<file path="config.mk">
export PLATFORM = sky130hd
export DESIGN_NAME = siso_shift_sequencer
export DESIGN_NICKNAME = d
export VERILOG_FILES = /design/src/rtl/siso_shift_sequencer.sv
export SDC_FILE = /design/constraint.sdc
export NUM_CORES = 1
export LEC_CHECK = 0
export ABC_AREA = 1
export BUFFER_PORTS_ARGS = -buffer_cell sky130_fd_sc_hd__buf_4
export CORE_AREA = 10 10 47 49
export CTS_CLUSTER_DIAMETER = 150
export DETAILED_ROUTE_END_ITERATION = 6
export DIE_AREA = 0 0 57 59
export GPL_ROUTABILITY_DRIVEN = 1
export HOLD_SLACK_MARGIN = 0.1
export PLACE_DENSITY = 0.77
export SETUP_SLACK_MARGIN = 0.02
export SYNTH_ARGS = -nofsm -noshare
export SYNTH_HDL_FRONTEND = slang
export SYNTH_SLANG_ARGS = --single-unit
</file>
<file path="constraint.sdc">
create_clock -name clk -period 1.9 [get_ports clk]
set_clock_uncertainty 0.2 [all_clocks]
set_input_delay 0.19 -clock clk [delete_from_list [all_inputs] [get_ports clk]]
set_output_delay 0.19 -clock clk [all_outputs]
set_load 0.1 [all_outputs]
</file>
<file path="src/rtl/siso_shift_sequencer.sv">
// siso_shift_sequencer
//   Serialises a WIDTH-bit word LSB-first through a SISO shift register,
//   holding each bit for BIT_CYCLES clocks and flagging frame boundaries.
//   Optional feature macro: PARITY_EN appends one even-parity bit per frame.
// Ports
//   clk, reset         clock / async active-high reset
//   in_valid_i         producer has a word on in_data_i
//   in_data_i          parallel word, sampled at the handshake edge
//   in_ready_o         high in IDLE only
//   sdo_o, sdo_valid_o serial data and its qualifier
//   frame_start_o      first cycle of bit 0
//   frame_done_o       last cycle of the final frame bit
//   bit_idx_o          index of the bit on sdo_o, 0 when idle
module siso_shift_sequencer #(
  parameter int WIDTH      = 8,
  parameter int BIT_CYCLES = 1
) (
  input  logic                       clk,
  input  logic                       reset,
  input  logic                       in_valid_i,
  input  logic [WIDTH-1:0]           in_data_i,
  output logic                       in_ready_o,
  output logic                       sdo_o,
  output logic                       sdo_valid_o,
  output logic                       frame_start_o,
  output logic                       frame_done_o,
  output logic [$clog2(WIDTH+1)-1:0] bit_idx_o
);
  localparam int BIDX_W = $clog2(WIDTH+1);
  localparam int DIV_W  = (BIT_CYCLES > 1) ? $clog2(BIT_CYCLES) : 1;

`ifdef PARITY_EN
  typedef enum logic [1:0] {IDLE, SHIFT, PARITY} state_t;
`else
  typedef enum logic [1:0] {IDLE, SHIFT} state_t;
`endif

  state_t             state_q, state_d;
  logic [WIDTH-1:0]   sreg_q, sreg_d;
  logic [DIV_W-1:0]   div_q, div_d;
  logic [BIDX_W-1:0]  bit_q, bit_d;
  logic               tc, last_data;
`ifdef PARITY_EN
  logic               par_q, par_d;
`endif

  // With BIT_CYCLES=1 this compare is constantly true.
  assign tc        = (div_q == DIV_W'(BIT_CYCLES-1));
  assign last_data = (bit_q == BIDX_W'(WIDTH-1));

  always_ff @(posedge clk or posedge reset) begin
    if (reset) begin
      state_q <= IDLE;
      sreg_q  <= '0;
      div_q   <= '0;
      bit_q   <= '0;
`ifdef PARITY_EN
      par_q   <= 1'b0;
`endif
    end else begin
      state_q <= state_d;
      sreg_q  <= sreg_d;
      div_q   <= div_d;
      bit_q   <= bit_d;
`ifdef PARITY_EN
      par_q   <= par_d;
`endif
    end
  end

  always_comb begin
    state_d = state_q;
    sreg_d  = sreg_q;
    div_d   = div_q;
    bit_d   = bit_q;
`ifdef PARITY_EN
    par_d   = par_q;
`endif
    case (state_q)
      IDLE: begin
        if (in_valid_i) begin
          state_d = SHIFT;
          sreg_d  = in_data_i;
          div_d   = '0;
          bit_d   = '0;
`ifdef PARITY_EN
          par_d   = ^in_data_i;
`endif
        end
      end
      SHIFT: begin
        if (tc) begin
          div_d  = '0;
          sreg_d = {1'b0, sreg_q[WIDTH-1:1]};
          if (last_data) begin
`ifdef PARITY_EN
            state_d = PARITY;
            bit_d   = bit_q + 1'b1;  // parity bit reports index WIDTH
`else
            state_d = IDLE;
            bit_d   = '0;
`endif
          end else begin
            bit_d = bit_q + 1'b1;
          end
        end else begin
          div_d = div_q + 1'b1;
        end
      end
`ifdef PARITY_EN
      PARITY: begin
        if (tc) begin
          state_d = IDLE;
          div_d   = '0;
          bit_d   = '0;
        end else begin
          div_d = div_q + 1'b1;
        end
      end
`endif
      default: state_d = IDLE;
    endcase
  end

  // Outputs decode registered state only; nothing feeds through from inputs.
  assign in_ready_o    = (state_q == IDLE);
  assign sdo_valid_o   = (state_q != IDLE);
  assign frame_start_o = (state_q == SHIFT) && (bit_q == '0) && (div_q == '0);
  assign bit_idx_o     = bit_q;
`ifdef PARITY_EN
  assign sdo_o        = (state_q == SHIFT)  ? sreg_q[0] :
                        (state_q == PARITY) ? par_q : 1'b0;
  assign frame_done_o = (state_q == PARITY) && tc;
`else
  assign sdo_o        = (state_q == SHIFT) ? sreg_q[0] : 1'b0;
  assign frame_done_o = (state_q == SHIFT) && last_data && tc;
`endif

endmodule

</file>
==> results of run 1 <==
==> where the power goes <==
part           switching, W  internal, W
Combinational      0.000910     0.000447
Clock             0.0000896    0.0000814
Sequential         0.000134     0.000412
Total               0.00113     0.000941
==> stage by stage <==
step                      instance area [sq um]  worst slack [ns]  std cells
after global routing                       1120            0.0145        141
after floorplan                             696            -0.194         78
after global placement                      847             0.316        112
final                                      1120            0.0824        141
after detailed placement                    847             0.298        112
after CTS                                  1060            0.0418        134
==> worst max path at each step <==
stage / end / slack, ns / cells past startpoint
floorplan: frame_start_o / -0.19 / 4
detailed placement: frame_start_o / 0.30 / 5
global route: sreg_q[7] / 0.01 / 6
finish: sreg_q[1] / 0.08 / 6
global placement: frame_start_o / 0.32 / 5
CTS: frame_start_o / 0.04 / 5
==> cells by family after synthesis <==
family | count (synthesis) | synth area share
buf+inv | 11 | 0.0788
flops | 13 | 0.500
simple gates | 47 | 0.333
fa+ha+maj | 2 | 0.0385
compound gates | 5 | 0.0500
==> routing by layer <==
layer	part of all wire	routed length, microns	track usage	vias to the layer above
met1	0.41	744	0.108	313
met4	0.011	20	0.0537	0
li1	-	-	-	339
met3	0.062	113	0.0322	4
met2	0.51	932	0.194	20
met5	0	0	0	-
==> layout make-up <==
cell class | instances | share of cell area
well taps | 16 | 0.0179
clock buffers | 4 | 0.0234
repair buffers | 43 | 0.343
flip-flops and latches | 13 | 0.302
inverters | 10 | 0.0379
multi-input cells | 55 | 0.276
==> worst max-delay path, stage by stage <==
cell and delay (ns):
dlygate4sd3_1 0.54, buf_4 0.17, nor2_2 0.22, nand2_1 0.09
nand3_1 0.08, dlygate4sd3_1 0.54
==> repair_timing <==
item / 4_1_cts / 5_1_grt
cloned: 0 / 1
buffers inserted: 0 / 6
hold endpoints to repair: 26 / 0
pin swaps: 0 / 2
hold buffers: 18 / 0
gates resized for setup: 1 / 3
setup endpoints to repair: 1 / 10
==> placed cells by master, fill, tap and decap left out <==
cell type	netlist	routed
dfrtp_1	13	8
clkbuf_4	0	3
inv_2	1	2
ha_4	0	1
nand2_2	2	3
nand4_1	1	1
buf_4	0	23
inv_1	8	6
nand3_1	9	9
o21ai_0	1	1
dfrtp_4	0	3
inv_4	1	2
nand2_1	31	30
buf_12	0	1
ha_1	2	1
nand2_4	1	1
buf_6	1	1
nor3_4	0	1
nor2_2	0	1
o211ai_2	1	1
o21ai_1	3	3
clkbuf_1	0	1
dfrtp_2	0	2
nor2_4	1	2
dlygate4sd3_1	0	18
==> flip-flops by register name, indices dropped and copies added, names as in the netlist <==
register   cells
state_q        1
sreg_q         8
bit_idx_o      4
==> metrics.yaml, run 1 <==
nFillCells: 90
ant_nets: 0
max-clock-path-buffers: 2
cts_sinks: 13
dpl.hpwl_microns: 1070
power_w: 0.00207
synth-seq-cells: 13
status: "complete, no violations"
clk_pin_slew_ns: 0.08
cp_data_required_time_ns: 1.91
synthFlopType: "dfrtp_1"
setup_viol: 0
cts_tree: "done"
start_util: 0.464
syn_to_final_growth_pct: 72.3
die_area_sq_um: 3360
grt_usage: 0.107
via_count: 676
htree_levels: 1
grt_pass1_wl_microns: 2870
hp-class: "in2async"
fmax_mhz: 550
power.leakage_nw: 0.567
synth_top_cell_area_share: 0.500
die_w_microns: 57
finalNetCount: 139
grt_pass1_vias: 687
irDropWorstVdd_mv: 1.28
syn_nets: 91
cp-start-kind: "primary input"
register_area_sq_um: 339
yosysTopAreaCell: "dfrtp_1"
critPathKind: "in2reg"
num_rows: 14
r2r_cells: 6
die_h_microns: 59
cts_buffers: 3
drv_slew: 0
dr.pass1.iters: 4
multi_input_area_sq_um: 309
synth_area_leaders: "dfrtp_1 (50%), nand2_1 (18%), nand3_1 (6.9%)"
critPathLaunch: "in_valid_i"
clk_latency_ns: 0.27
drt-initial-drc-count: 10
worst-r2r-setup-slack_ns: 0.09
post_drt_via_cell_ratio: 4.79
relSlewSlack: 0.671
cp_data_arrival_time_ns: 1.83
tightest_slew_ns: 0.492
io_pins: 20
synthTopCellsByCount: "nand2_1 (31), dfrtp_1 (13), nand3_1 (9)"
setup_tns_ns: 0
r2r_start: "state_q[0]"
synth_area_sq_um: 651
wl_per_cell_microns: 12.8
antenna_found_initial: 0
synth_edf_count: 0
grt-ovfl-total: 0
synth.avg_cell_area_sq_um: 8.34
timing.rr.end: "sreg_q[7]"
final.min_clock_period_ns: 1.82
drc: 0
yosysSeqAreaShare: 0.500
synth.distinct_cells: 17
netlist_instances: 78
final_layout_size_suffix_gt1_frac: 0.376
synth_most_common_cell: "nand2_1"
maxCapViolCount: 0
hold_violations: 0
place.gp.congestion: 0.719
port_buffers: 19
cp_max_fo: 5
post-route-util: 0.800
rsz0062_at_grt: "no"
antennaDiodeCount: 0
finalCritPeriodShare: 0.957
power_density_nw_per_um2: 1850
grt_max_degree: 15
coreArea_sq_um: 1400
async_flop_share: 1.00
root_buffer: "clkbuf_4"
endpoint_kind: "register"
wl_microns: 1810
yosys_warnings: 0
whs_ns: 0.294
Power figures use the tool's default switching activity.
==> run 2: changes to the inputs <==
Settings changed: CORE_AREA 10 10 47 49 to not set, CORE_MARGIN set to 10, CORE_UTILIZATION set to 43, DIE_AREA 0 0 57 59 to not set, PLACE_DENSITY 0.77 to 0.72.
Clock period 1.9 ns to 1.53 ns, I/O delays scaled along.
==> run 2 against run 1 <==
Against the previous run: the flow now finishes with violations (negative setup slack); register-to-register slack about the same; non-clock buffer count increased by 1; clock-buffer cell count unchanged; total power increased by 32%; global-route usage increased by 1.1 points; sequential power increased by 22%; die area increased by 3.2%; clock power increased by 26%; largest power group unchanged.
==> metrics.yaml, run 2 (synthesis gave the netlist of run 1 again) <==
status: "complete, but fails checks"
violations: "negative setup slack"
power_density_nw_per_um2: 2360  # +28%
maxCapViolCount: 0  # unchanged
die_area_sq_um: 3470  # +3.2%
dpl.hpwl_microns: 1150  # +7.3%
place.gp.congestion: 0.715  # -0.49%
cpMaxStageDelayCell: "dfrtp_4"
setup_viol: 3  # +3
cp-start-kind: "register"
finalCritPeriodShare: 1.13
power_frac_comb: 0.678  # +0.024
ant_nets: 0  # unchanged
syn_to_final_growth_pct: 78.1
irDropWorstVdd_mv: 2.36  # +84%
fin_cells: 140  # -0.71%
drt-initial-drc-count: 25  # +15
root_buffer: "clkbuf_4"
final_cell_mix: "nand2_1 (30), buf_4 (28), dlygate4sd3_1 (10)"
largest-register: "sreg_q"
cts_tree: "done"
rsz0062_at_grt: "yes"
swShare: 0.539  # -0.00729
drv_slew: 0  # unchanged
final.min_clock_period_ns: 1.73
cp_data_arrival_time_ns: 1.38  # -0.45 ns
antenna_found_initial: 0  # unchanged
io_pins: 20  # unchanged
layout_setup_ws_ns: -0.199  # -0.282 ns
antennaDiodeCount: 0  # unchanged
p_sw_w: 0.00148  # +30%
cts_buffers: 3  # unchanged
num_rows: 13  # -1
grt_pass1_vias: 737  # +7.3%
whs_ns: 0.254  # -0.0406 ns
power.leakage_nw: 0.571  # +0.74%
die_w_microns: 58.9  # +3.3%
crit_path_max_incr_delay_ns: 0.50  # -0.04 ns
grt-ovfl-total: 0  # unchanged
die_h_microns: 58.9  # -0.17%
grt_pass1_wl_microns: 3290  # +15%
dp_cells: 115  # +2.7%
p_seq_frac: 0.244  # -0.019
critPathKind: "reg2out"
endpoint_kind: "output pin"
cp_max_fo: 3  # -2
final_common_cell: "nand2_1"
cp_data_required_time_ns: 1.18  # -0.73 ns
port_buffers: 19  # unchanged
hp-class: "in2async"
cts_sinks: 13  # unchanged
htree_levels: 1  # unchanged
grt_usage: 0.118  # +0.0112
power_w: 0.00274  # +32%
finalNetCount: 139  # unchanged
grt_max_degree: 14  # -1
fmax_mhz: 578
setup_tns_ns: -0.432  # -0.432 ns
via_count: 685  # +1.3%
dr.pass1.iters: 4  # unchanged
tightest_slew_ns: 0.492  # -0.000153 ns
worst-r2r-setup-slack_ns: 0.08  # about the same
post_drt_via_cell_ratio: 4.89  # +2.1%
hold_violations: 0  # unchanged
drc: 0  # unchanged
final_layout_size_suffix_gt1_frac: 0.456  # +0.0800
p_int_w: 0.00126  # +34%
p_clk_frac: 0.078  # -0.004
max-clock-path-buffers: 2  # unchanged
coreArea_sq_um: 1370  # -2.5%
largest_reg_flops: 8  # unchanged
start_util: 0.476  # +0.0119
clk_latency_ns: 0.27  # about the same
wl_microns: 1980  # +9.4%
cp_cell_sequence: "inv_4 > ha_4 > nand2_4 > nor3_4 > buf_12"
clk_pin_slew_ns: 0.08  # about the same
wl_per_cell_microns: 14.2  # +10%
relSlewSlack: 0.672  # about the same
## run 2: cell types whose count changed in the layout (fill, tap and decap cells not counted), sizes merged
cell         change
inv              -1
dlygate4sd3      -8
clkinvlp         +1
nor2             -1
buf              +9
## run 2: critical path, delay by kind of cell (launching register included)
kind | cells | cell delay [ns]
DFF | 1 | 0.50
buffers and inverters | 2 | 0.27
and+or+nand+nor | 2 | 0.19
adders and majority gates | 1 | 0.14
## run 2: final timing paths
check                                endpoint  cells after the start    startpoint
worst max register to register      sreg_q[2]                      5    state_q[0]
worst max-delay path            frame_start_o                      5  bit_idx_o[1]
worst min-delay path                sreg_q[6]                      3         reset
min in group clk                    sreg_q[4]                      2     sreg_q[4]
worst min register to register      sreg_q[4]                      2     sreg_q[4]
max in group asynchronous        bit_idx_o[1]                      3         reset
## run 2: metrics by stage
stage	utilization	setup slack [ns]	instance area (sq um)
after CTS	0.821	-0.195	1120
after global routing	0.848	-0.253	1160
final	0.848	-0.199	1160
after floorplan	-	-0.527	699
after global placement	0.644	-0.00550	880
after detailed placement	0.644	-0.0192	880
## run 2: routing by layer
layer / track usage / up-vias / routed length [microns]
met4: 0.0393 / 0 / 17
met3: 0.0322 / 4 / 93
li1: - / 338 / -
met1: 0.143 / 329 / 859
met2: 0.194 / 14 / 1010
met5: 0 / - / 0
## run 2: repair_timing
action	4_1_cts	5_1_grt
resized for setup	17	1
setup endpoints to repair	6	10
cloned	0	0
hold endpoints to repair	26	0
hold buffers	10	0
buffers inserted	6	5
pin swaps	1	1
## run 2: final cells by class
type                       count  area (sq um)
fill                          76           208
timing repair buffer          44           413
clock buffer                   4          26.3
multi-input combinational     54           313
sequential                    13           339
inverter                      10          48.8
tap                           15          18.8
## run 2: power groups by stage
stage / Clock (W) / Sequential [W] / Combinational (W)
global route: 0.000230 / 0.000699 / 0.00197
finish: 0.000215 / 0.000667 / 0.00186
global placement: 0 / 0.000684 / 0.00146
CTS: 0.000215 / 0.000666 / 0.00179
detailed placement: 0 / 0.000691 / 0.00148
floorplan: 0 / 0.00109 / 0.000726
